==> src/rtl/seven_segment_pkg.sv <==
// Shared types, font table and polarity helper for the seven-segment decoder.
// Patterns are kept active-high {dp,g,f,e,d,c,b,a} until the output register.
package seven_segment_pkg;

  typedef logic [7:0] seg_t;

  localparam seg_t SEG_OFF = 8'h00;
  localparam seg_t SEG_ALL = 8'hFF;

  // Lowercase b and d keep them distinct from 8 and 0.
  localparam seg_t FONT [0:15] = '{
    8'h3F, 8'h06, 8'h5B, 8'h4F, 8'h66, 8'h6D, 8'h7D, 8'h07,
    8'h7F, 8'h6F, 8'h77, 8'h7C, 8'h39, 8'h5E, 8'h79, 8'h71
  };

  function automatic seg_t apply_polarity(seg_t s, bit active_low);
    return active_low ? ~s : s;
  endfunction

endpackage

==> src/rtl/seven_segment_decoder.sv <==
// Hex nibble to registered seven-segment pattern with lamp-test/blank overrides.
// One cycle latency, no flow control; async reset forces all segments off.
module seven_segment_decoder
  import seven_segment_pkg::*;
#(
  parameter bit ACTIVE_LOW = 1'b1
) (
  input  logic       CLK,
  input  logic       RESET,
  input  logic [3:0] DIGIT,
  input  logic       DP,
  input  logic       BLANK,
  input  logic       LAMP_TEST,
  output logic [7:0] SEGMENT
);

  localparam seg_t L_OFF_PINS = apply_polarity(SEG_OFF, ACTIVE_LOW);

  seg_t w_font;
  seg_t w_pattern;
  seg_t r_segment;

  always_comb begin
    w_font    = FONT[DIGIT];
    w_pattern = {DP, w_font[6:0]};
    // Lamp test outranks blanking so a blanked display can still be tested.
    if (LAMP_TEST) begin
      w_pattern = SEG_ALL;
    end else if (BLANK) begin
      w_pattern = SEG_OFF;
    end
  end

  always_ff @(posedge CLK or posedge RESET) begin
    if (RESET) begin
      r_segment <= L_OFF_PINS;
    end else begin
      r_segment <= apply_polarity(w_pattern, ACTIVE_LOW);
    end
  end

  assign SEGMENT = r_segment;

endmodule

==> config.mk <==
export PLATFORM = sky130hd
export DESIGN_NAME = seven_segment_decoder
export DESIGN_NICKNAME = d
export VERILOG_FILES = /design/src/rtl/seven_segment_pkg.sv /design/src/rtl/seven_segment_decoder.sv
export SDC_FILE = /design/constraint.sdc
export NUM_CORES = 1
export LEC_CHECK = 0
export ABC_AREA = 1
export CORE_AREA = 10 10 47 49
export CTS_BUF_LIST = sky130_fd_sc_hd__clkbuf_4 sky130_fd_sc_hd__clkbuf_8
export CTS_CLUSTER_SIZE = 16
export DETAILED_ROUTE_END_ITERATION = 6
export DIE_AREA = 0 0 57 59
export PLACE_DENSITY = 0.76
export SLEW_MARGIN = 20
export SYNTH_ARGS = -nofsm -noshare
export SYNTH_HDL_FRONTEND = slang
export SYNTH_SLANG_ARGS = --single-unit
==> constraint.sdc <==
create_clock -name CLK -period 0.8 [get_ports CLK]
set_input_delay 0.16 -clock CLK [delete_from_list [all_inputs] [get_ports CLK]]
set_output_delay 0.16 -clock CLK [all_outputs]
set_load 0.05 [all_outputs]
# Word-level counts from Yosys, hierarchy flattened

Memory sizes are Yosys's and may differ from the RTL's.
Index checks and enable logic that the tools add are counted.

Shift operators: 0
Order comparisons: 1
Bitwise gates (word level): 2
Divide/modulo/power cells: 0
Eq/ne operators: 0
Mux-type cells: 4
Add/subtract/negate cells: 0
Reductions and logical operators: 0
Multipliers: 0

Operators by type and width:

| kind                                                      | count |
|---|---|
| 2-to-1 mux 8 bit                                          | 2 |
| 2-to-1 mux 7 bit                                          | 2 |
| NOT 8 bit                                                 | 1 |
| greater-or-equal comparator 5 bit (second input constant) | 1 |
| NOT 4 -> 5 bit                                            | 1 |

Bits in writable memories: 0
Register bits: 8
ROM bits: 128
Memories kept: 1
Output and inout bits: 8
Logic and storage cells: 9
Bits of input ports: 9
Latch bits: 0

Memory list:

| memory          | depth | bits a word | rd ports | clocked after Yosys merged registers in | wr ports | RTL line                    | RTL |
|---|---|---|---|---|---|---|---|
| (no name shown) | 16    | 8           | 1        | 0                                       | 0        | seven_segment_decoder.sv:24 | `w_font = FONT[DIGIT];` |

# Depth between registers and ports, before layout

Gate-level depths: netlist of the first run.

Word-level depth: 7
Mapped depth: 7
Gate-level depth less buffers: 7

# Worst setup path after synthesis of the first run

OpenSTA, ideal clock, no wires.

Kind: input-to-reg
Start point: input port DIGIT[0]
End point: register r_segment[3] (netlist: SEGMENT[3])
Path buffers: 0
Data arrival time: 0.809 ns
Path slack: -0.076 ns
Stages: 7
Path through: inv_1 ha_1 inv_1 nand3_1 nand3_1 nor2_1 nor2_1

Word-level cells in the longest chain between the ends: 7

Ends and longest elaborated chain:

| what                                                | RTL line                    | RTL |
|---|---|---|
| start, declared                                     | seven_segment_decoder.sv:10 | `input logic [3:0] DIGIT,` |
| NOT 4 -> 5 bit (not written as such)                | seven_segment_decoder.sv:24 |  |
| memory (16 x 8 bit)                                 | -                           |  |
| 2-to-1 mux 7 bit (not written as such) (2 in a row) | seven_segment_decoder.sv:24 |  |
| 2-to-1 mux 8 bit                                    | seven_segment_decoder.sv:29 | `end else if (BLANK) begin` |
| 2-to-1 mux 8 bit                                    | seven_segment_decoder.sv:27 | `if (LAMP_TEST) begin` |
| NOT 8 bit                                           | seven_segment_pkg.sv:17     | `return active_low ? ~s : s;` |
| end signal, assigned                                | seven_segment_decoder.sv:38 | `r_segment <= apply_polarity(w_pattern, ACTIVE_LOW);` |
| end, declared                                       | seven_segment_decoder.sv:21 | `seg_t r_segment;` |

No other way between the ends. The select of a mux whose other input is x is not followed.

# Worst setup path in the final report of the first run

Start point: register r_segment[3] (netlist: SEGMENT[3])
End point: output port SEGMENT[3]

RTL lines:

| what          | RTL line                    | RTL |
|---|---|---|
| end, declared | seven_segment_decoder.sv:14 | `output logic [7:0] SEGMENT` |

No word-level cell between the ends.

==> impl_metrics.env, run 1 <==
export IMPL_portBuffers=16
export IMPL_first_global_vias=574
export IMPL_ys_warn_count=0
export IMPL_first_pass_iters=4
export IMPL_p_leak_uw=0.000461
export IMPL_route_detailed_wl_per_inst_um=11.7
export IMPL_critical_path_slowest_cell="dfstp_2"
export IMPL_yosysSeqAreaShare_pct=36.7
export IMPL_root_buffer="clkbuf_4"
export IMPL_start_util_pct=40.9
export IMPL_grt_pass1_wl_mm=2.29
export IMPL_globalplace_congestion=0.844
export IMPL_fin_total_pwr_uw=1260
export IMPL_worst_path_largest_cell_delay_ns=0.54
export IMPL_rsz0062_at_grt="true"
export IMPL_grt_max_degree=9
export IMPL_syn_area_um2=573
export IMPL_nets=113
export IMPL_clk_path_buf_depth=2
export IMPL_syn_to_final_growth_pct=67.5
export IMPL_crit_path_start_kind="flop"
export IMPL_hold_viol_final=0
export IMPL_outcome="complete, but fails checks"
export IMPL_setup_viol=8
export IMPL_final_cell_mix="nand3_1 (14), nand2_1 (12), dfstp_2 (8), inv_1 (8), buf_12 (8)"
export IMPL_min_period_ns=1.07
export IMPL_htree_levels=1
export IMPL_fmax_mhz=935
export IMPL_vdd_ir_drop_max_mv=0.594
export IMPL_syn_instance_count=72
export IMPL_drive_gt1_share_pct=44.8
export IMPL_chipWidth_um=57
export IMPL_ys_types=14
export IMPL_crit_type="reg2out"
export IMPL_fin_crit_sh_pct=134
export IMPL_via_per_inst=4.89
export IMPL_cp_top_family="flip-flops"
export IMPL_final_max_slew_violation_count=0
export IMPL_die_h_um=59
export IMPL_crit_buf_inv=1
export IMPL_startpoint="SEGMENT[3]"
export IMPL_grt_overflow_total=0
export IMPL_worstPathArrival_ns=0.91
export IMPL_postCtsHoldBufs=0
export IMPL_via_count=548
export IMPL_coreArea_um2=1400
export IMPL_setup_slack_ns=-0.269
export IMPL_endpoint="SEGMENT[3]"
export IMPL_fin_util_pct=68.5
export IMPL_antenna_found_initial=0
export IMPL_largest_reg_flops=8
export IMPL_ant_nets=0
export IMPL_final_area_um2=960
export IMPL_num_rows=14
export IMPL_clk_pin_slew_ns=0.05
export IMPL_hold_path_class="in2reg"
export IMPL_worst_pin_slew_ns=0.258
export IMPL_cts_tree="done"
export IMPL_synth_net_count=87
export IMPL_power_density_nw_per_um2=1310
export IMPL_maxCapViolCount=0
export IMPL_crit_path_max_fanout=1
export IMPL_wl_mm=1.31
export IMPL_hpwlAfterDp_mm=1.06
export IMPL_cts_made_buffers=3
export IMPL_numClockSinks=8
export IMPL_violations="negative setup slack"
export IMPL_worstPathCellList="buf_12"
export IMPL_syn_area_per_cell_um2=7.96
export IMPL_dpl_cell_area_um2=867
export IMPL_crit_path_end_kind="output port"
export IMPL_setup_tns_ns=-2.12
export IMPL_required_ns=0.64
export IMPL_grt_usage_pct=7.99
export IMPL_die_area_um2=3360
export IMPL_antenna_cells=0
export IMPL_remaining_drc_errors=0
export IMPL_relSlewSlack_pct=82.8
export IMPL_ios=17
export IMPL_final_common_cell="nand3_1"
export IMPL_cp_depth=1
export IMPL_ys_seq_elements=8
export IMPL_drt_iter0_drc=15
==> cells by family (layout without fill, tap and decap cells) <==
kind of cell,Yosys count,after routing,synth area share [%]
compound gates,5,5,4.37
flops,8,8,36.7
fa+ha+maj,6,6,13.1
simple gates,38,38,32.8
buf+inv,15,39,13.1
==> how the worst min path moves through the flow <==
stage | depth (start not counted) | from | end | slack [ns]
6_report | 4 | DIGIT[0] | SEGMENT[1] | 0.24
2_1_floorplan | 1 | LAMP_TEST | SEGMENT[3] | 0.19
3_3_place_gp | 1 | SEGMENT[5] | SEGMENT[5] | 0.65
3_5_place_dp | 1 | SEGMENT[4] | SEGMENT[4] | 0.65
4_1_cts | 4 | DIGIT[0] | SEGMENT[1] | 0.28
5_1_grt | 3 | BLANK | SEGMENT[1] | 0.24
==> cell type report <==
cell class,instances,area [um2]
multi-input cells,49,343
inverters,13,63.8
clock buffers,3,22.5
flip-flops and latches,8,210
repair buffers,23,300
fillers,118,442
well taps,16,20.0
==> power by group <==
part,switching [uW],internal (uW),total [uW]
registers,22.6,458,480
logic,264,233,497
clock network,109,170,279
total,396,860,1260
==> synthesized netlist by cell type <==
master	instances	area [um2]
nand3_2	2	20.0
ha_1	6	75.1
nor2_1	8	30.0
a21oi_1	4	20.0
o21ai_1	1	5.00
inv_1	12	45.0
nand2_4	1	11.3
nand3_1	14	70.1
inv_8	1	11.3
buf_6	1	11.3
nand2_1	12	45.0
buf_4	1	7.51
nor2_4	1	11.3
dfstp_2	8	210
==> per-layer routing <==
layer / global-route usage, % / wire, um / vias up
met5: 0 / 0 / -
met4: 6.04 / 25 / 0
met3: 3.22 / 120 / 5
met2: 13.8 / 650 / 25
met1: 7.46 / 516 / 244
li1: - / - / 274
==> metrics by stage <==
step / hold slack (ns) / worst slack, ns / std cells
floorplan: 0.187 / -0.0155 / 72
global placement: 0.652 / -0.642 / 107
detailed placement: 0.652 / -0.679 / 107
CTS: 0.278 / -0.282 / 112
global route: 0.239 / -0.298 / 112
finish: 0.236 / -0.269 / 112
==> what timing repair did <==
| item | in CTS | in global routing |
|---|---|---|
| pin swaps | 0 | 3 |
| cloned | 1 | 0 |
| setup buffers | 1 | 0 |
| endpoints found under the setup margin | 15 | 15 |
| gates resized for setup | 20 | 13 |
(Power assumes the default switching activity.)
==> inputs of run 2 (changes only) <==
Settings changed: ABC_AREA 1 to default, PLACE_DENSITY 0.76 to 0.72, SLEW_MARGIN 20 to 25.
==> run 2 against run 1 <==
Compared with the run above: the flow still finishes with violations (negative setup slack); global-route usage up 1.4 points; utilization increased by 7.9 points; critical path depth unchanged; clock-buffer cell count stayed put; combinational power rose by 17%; largest cell class unchanged.
==> impl_metrics.env, run 2 <==
export IMPL_outcome="complete, but fails checks"
export IMPL_violations="negative setup slack"
export IMPL_endpoint="SEGMENT[3]"
export IMPL_via_count=511
export IMPL_worstPathArrival_ns=0.92
export IMPL_num_rows=14
export IMPL_remaining_drc_errors=0
export IMPL_rsz0062_at_grt="true"
export IMPL_postCtsHoldBufs=0
export IMPL_crit_type="reg2out"
export IMPL_crit_path_max_fanout=1
export IMPL_crit_path_start_kind="flop"
export IMPL_synthTopCellsByCount="dfstp_2 (8), a21oi_1 (6), ha_1 (6), inv_1 (5), a31oi_1 (4)"
export IMPL_first_global_vias=556
export IMPL_p_int_uw=928
export IMPL_fmax_mhz=923
export IMPL_clock_power_share_pct=21.8
export IMPL_final_cell_mix="buf_12 (10), buf_4 (9), dfstp_2 (8), ha_4 (5), buf_6 (5)"
export IMPL_clk_path_buf_depth=2
export IMPL_synth_edf_count=0
export IMPL_synth_top_area_cell="dfstp_2"
export IMPL_grt_overflow_total=0
export IMPL_first_pass_iters=4
export IMPL_coreArea_um2=1400
export IMPL_ios=17
export IMPL_grt_pass1_wl_mm=2.55
export IMPL_final_common_cell="buf_12"
export IMPL_die_area_um2=3360
export IMPL_synth_net_count=67
export IMPL_relSlewSlack_pct=75.5
export IMPL_portBuffers=16
export IMPL_wl_mm=1.49
export IMPL_start_util_pct=37.1
export IMPL_cts_tree="done"
export IMPL_cts_made_buffers=3
export IMPL_largest_reg_flops=8
export IMPL_ys_types=23
export IMPL_antenna_cells=0
export IMPL_syn_instance_count=52
export IMPL_syn_to_final_growth_pct=106
export IMPL_crit_buf_inv=1
export IMPL_startpoint="SEGMENT[3]"
export IMPL_fin_crit_sh_pct=135
export IMPL_via_per_inst=5.16
export IMPL_grt_usage_pct=9.40
export IMPL_root_buffer="clkbuf_4"
export IMPL_hold_path_class="in2reg"
export IMPL_antenna_found_initial=0
export IMPL_async_flop_share_pct=100
export IMPL_setup_slack_ns=-0.283
export IMPL_cp_depth=1
export IMPL_synth_most_common_cell="dfstp_2"
export IMPL_p_sw_uw=432
export IMPL_synth_flop_cell="dfstp_2"
export IMPL_swShare_pct=31.8
export IMPL_setup_viol=12
export IMPL_place_ws_ns=-0.827
export IMPL_ys_warn_count=0
export IMPL_required_ns=0.64
export IMPL_htree_levels=1
export IMPL_synth_area_leaders="dfstp_2 (40%), ha_1 (14%), a21oi_1 (5.8%), a31oi_1 (4.8%), mux2_2 (4.3%)"
export IMPL_min_period_ns=1.08
export IMPL_crit_path_end_kind="output port"
export IMPL_die_h_um=59
export IMPL_power_density_nw_per_um2=1270
export IMPL_fillCellCount=95
export IMPL_worst_pin_slew_ns=0.368
export IMPL_ant_nets=0
export IMPL_route_detailed_wl_per_inst_um=15.1
export IMPL_clk_pin_slew_ns=0.05
export IMPL_drt_iter0_drc=9
export IMPL_hold_viol_final=0
export IMPL_worst_path_largest_cell_delay_ns=0.55
export IMPL_final_max_slew_violation_count=0
export IMPL_syn_area_um2=520
export IMPL_drive_gt1_share_pct=71.1
export IMPL_chipWidth_um=57
export IMPL_numClockSinks=8
export IMPL_maxCapViolCount=0
export IMPL_hpwlAfterDp_mm=1.10
export IMPL_worstPathCellList="buf_12"
export IMPL_globalplace_congestion=0.880
export IMPL_nets=100
export IMPL_yosys_area_top_type_share_pct=40.4
export IMPL_p_seq_share_pct=35.4
export IMPL_grt_max_degree=9
export IMPL_critical_path_slowest_cell="dfstp_2"
export IMPL_power_frac_comb_pct=42.8
export IMPL_yosysSeqAreaShare_pct=40.4
export IMPL_syn_area_per_cell_um2=10.0
export IMPL_cp_top_family="flip-flops"
export IMPL_p_leak_uw=0.000468
export IMPL_fin_total_pwr_uw=1360
export IMPL_ys_seq_elements=8
export IMPL_vdd_ir_drop_max_mv=0.592
## run 2: cell types whose count changed after synthesis, sizes merged, moves of 4 or more
cell | previous run | this run
nor2 | 9 | 3
nand3 | 16 | 2
inv | 13 | 6
a31oi | 0 | 4
nand2 | 13 | 0
## run 2: logic make-up (layout without fill, tap and decap cells)
group	count (synthesis)	count (layout)	share of synthesized area, %
AOI/OAI and AO/OA	15	15	18.5
and+or+nand+nor	11	11	12.0
buffers and inverters	9	40	8.65
DFF	8	8	40.4
adders and majority gates	6	6	14.4
muxes	2	2	4.33
xor gates and xnor gates	1	1	1.68
## run 2: how the worst min path moves through the flow
stage / cells past startpoint / slack (ns) / to / start
floorplan: 1 / 0.20 / SEGMENT[0] / RESET
global placement: 1 / 0.65 / SEGMENT[3] / SEGMENT[3]
detailed placement: 1 / 0.65 / SEGMENT[1] / SEGMENT[1]
CTS: 4 / 0.37 / SEGMENT[1] / DIGIT[2]
global route: 2 / 0.28 / SEGMENT[1] / LAMP_TEST
finish: 2 / 0.26 / SEGMENT[2] / LAMP_TEST
## run 2: area by class of cell
type                       instances  area, um2  share of cell area, %
clock buffer                       3       22.5                   2.11
timing repair buffer              31        380                   35.6
sequential                         8        210                   19.6
tap                               16       20.0                   1.87
inverter                           6       42.5                   3.98
multi-input combinational         35        394                   36.8
## run 2: layer usage
metal | share of wire (%) | routed length [um] | track usage (%)
met2 | 54 | 807 | 18.1
met4 | 0.87 | 13 | 4.03
met5 | 0 | 0 | 0
met1 | 38 | 560 | 8.72
met3 | 7.4 | 111 | 3.22
## run 2: metrics by stage
step	setup TNS, ns	utilization [%]	hold WS [ns]	area (um2)	std cells
2_1_floorplan	-0.559	-	0.203	612	52
3_3_place_gp	-5.71	65.9	0.652	923	93
3_5_place_dp	-5.87	65.9	0.653	923	93
4_1_cts	-2.99	74.8	0.365	1050	100
5_1_grt	-2.61	76.3	0.278	1070	99
6_report	-2.34	76.3	0.263	1070	99
## run 2: timing repair
action	CTS	global route
cloned	1	0
pin swaps	13	7
setup buffers	3	1
gates resized for setup	28	14
endpoints found under the setup margin	16	15
## run 2: power by group through the flow
| stage | combinational (uW) | sequential [uW] | clock [uW] |
|---|---|---|---|
| floorplan | 156 | 581 | 0 |
| global placement | 496 | 486 | 0 |
| detailed placement | 504 | 489 | 0 |
| CTS | 563 | 483 | 305 |
| global route | 614 | 485 | 324 |
| finish | 581 | 482 | 297 |
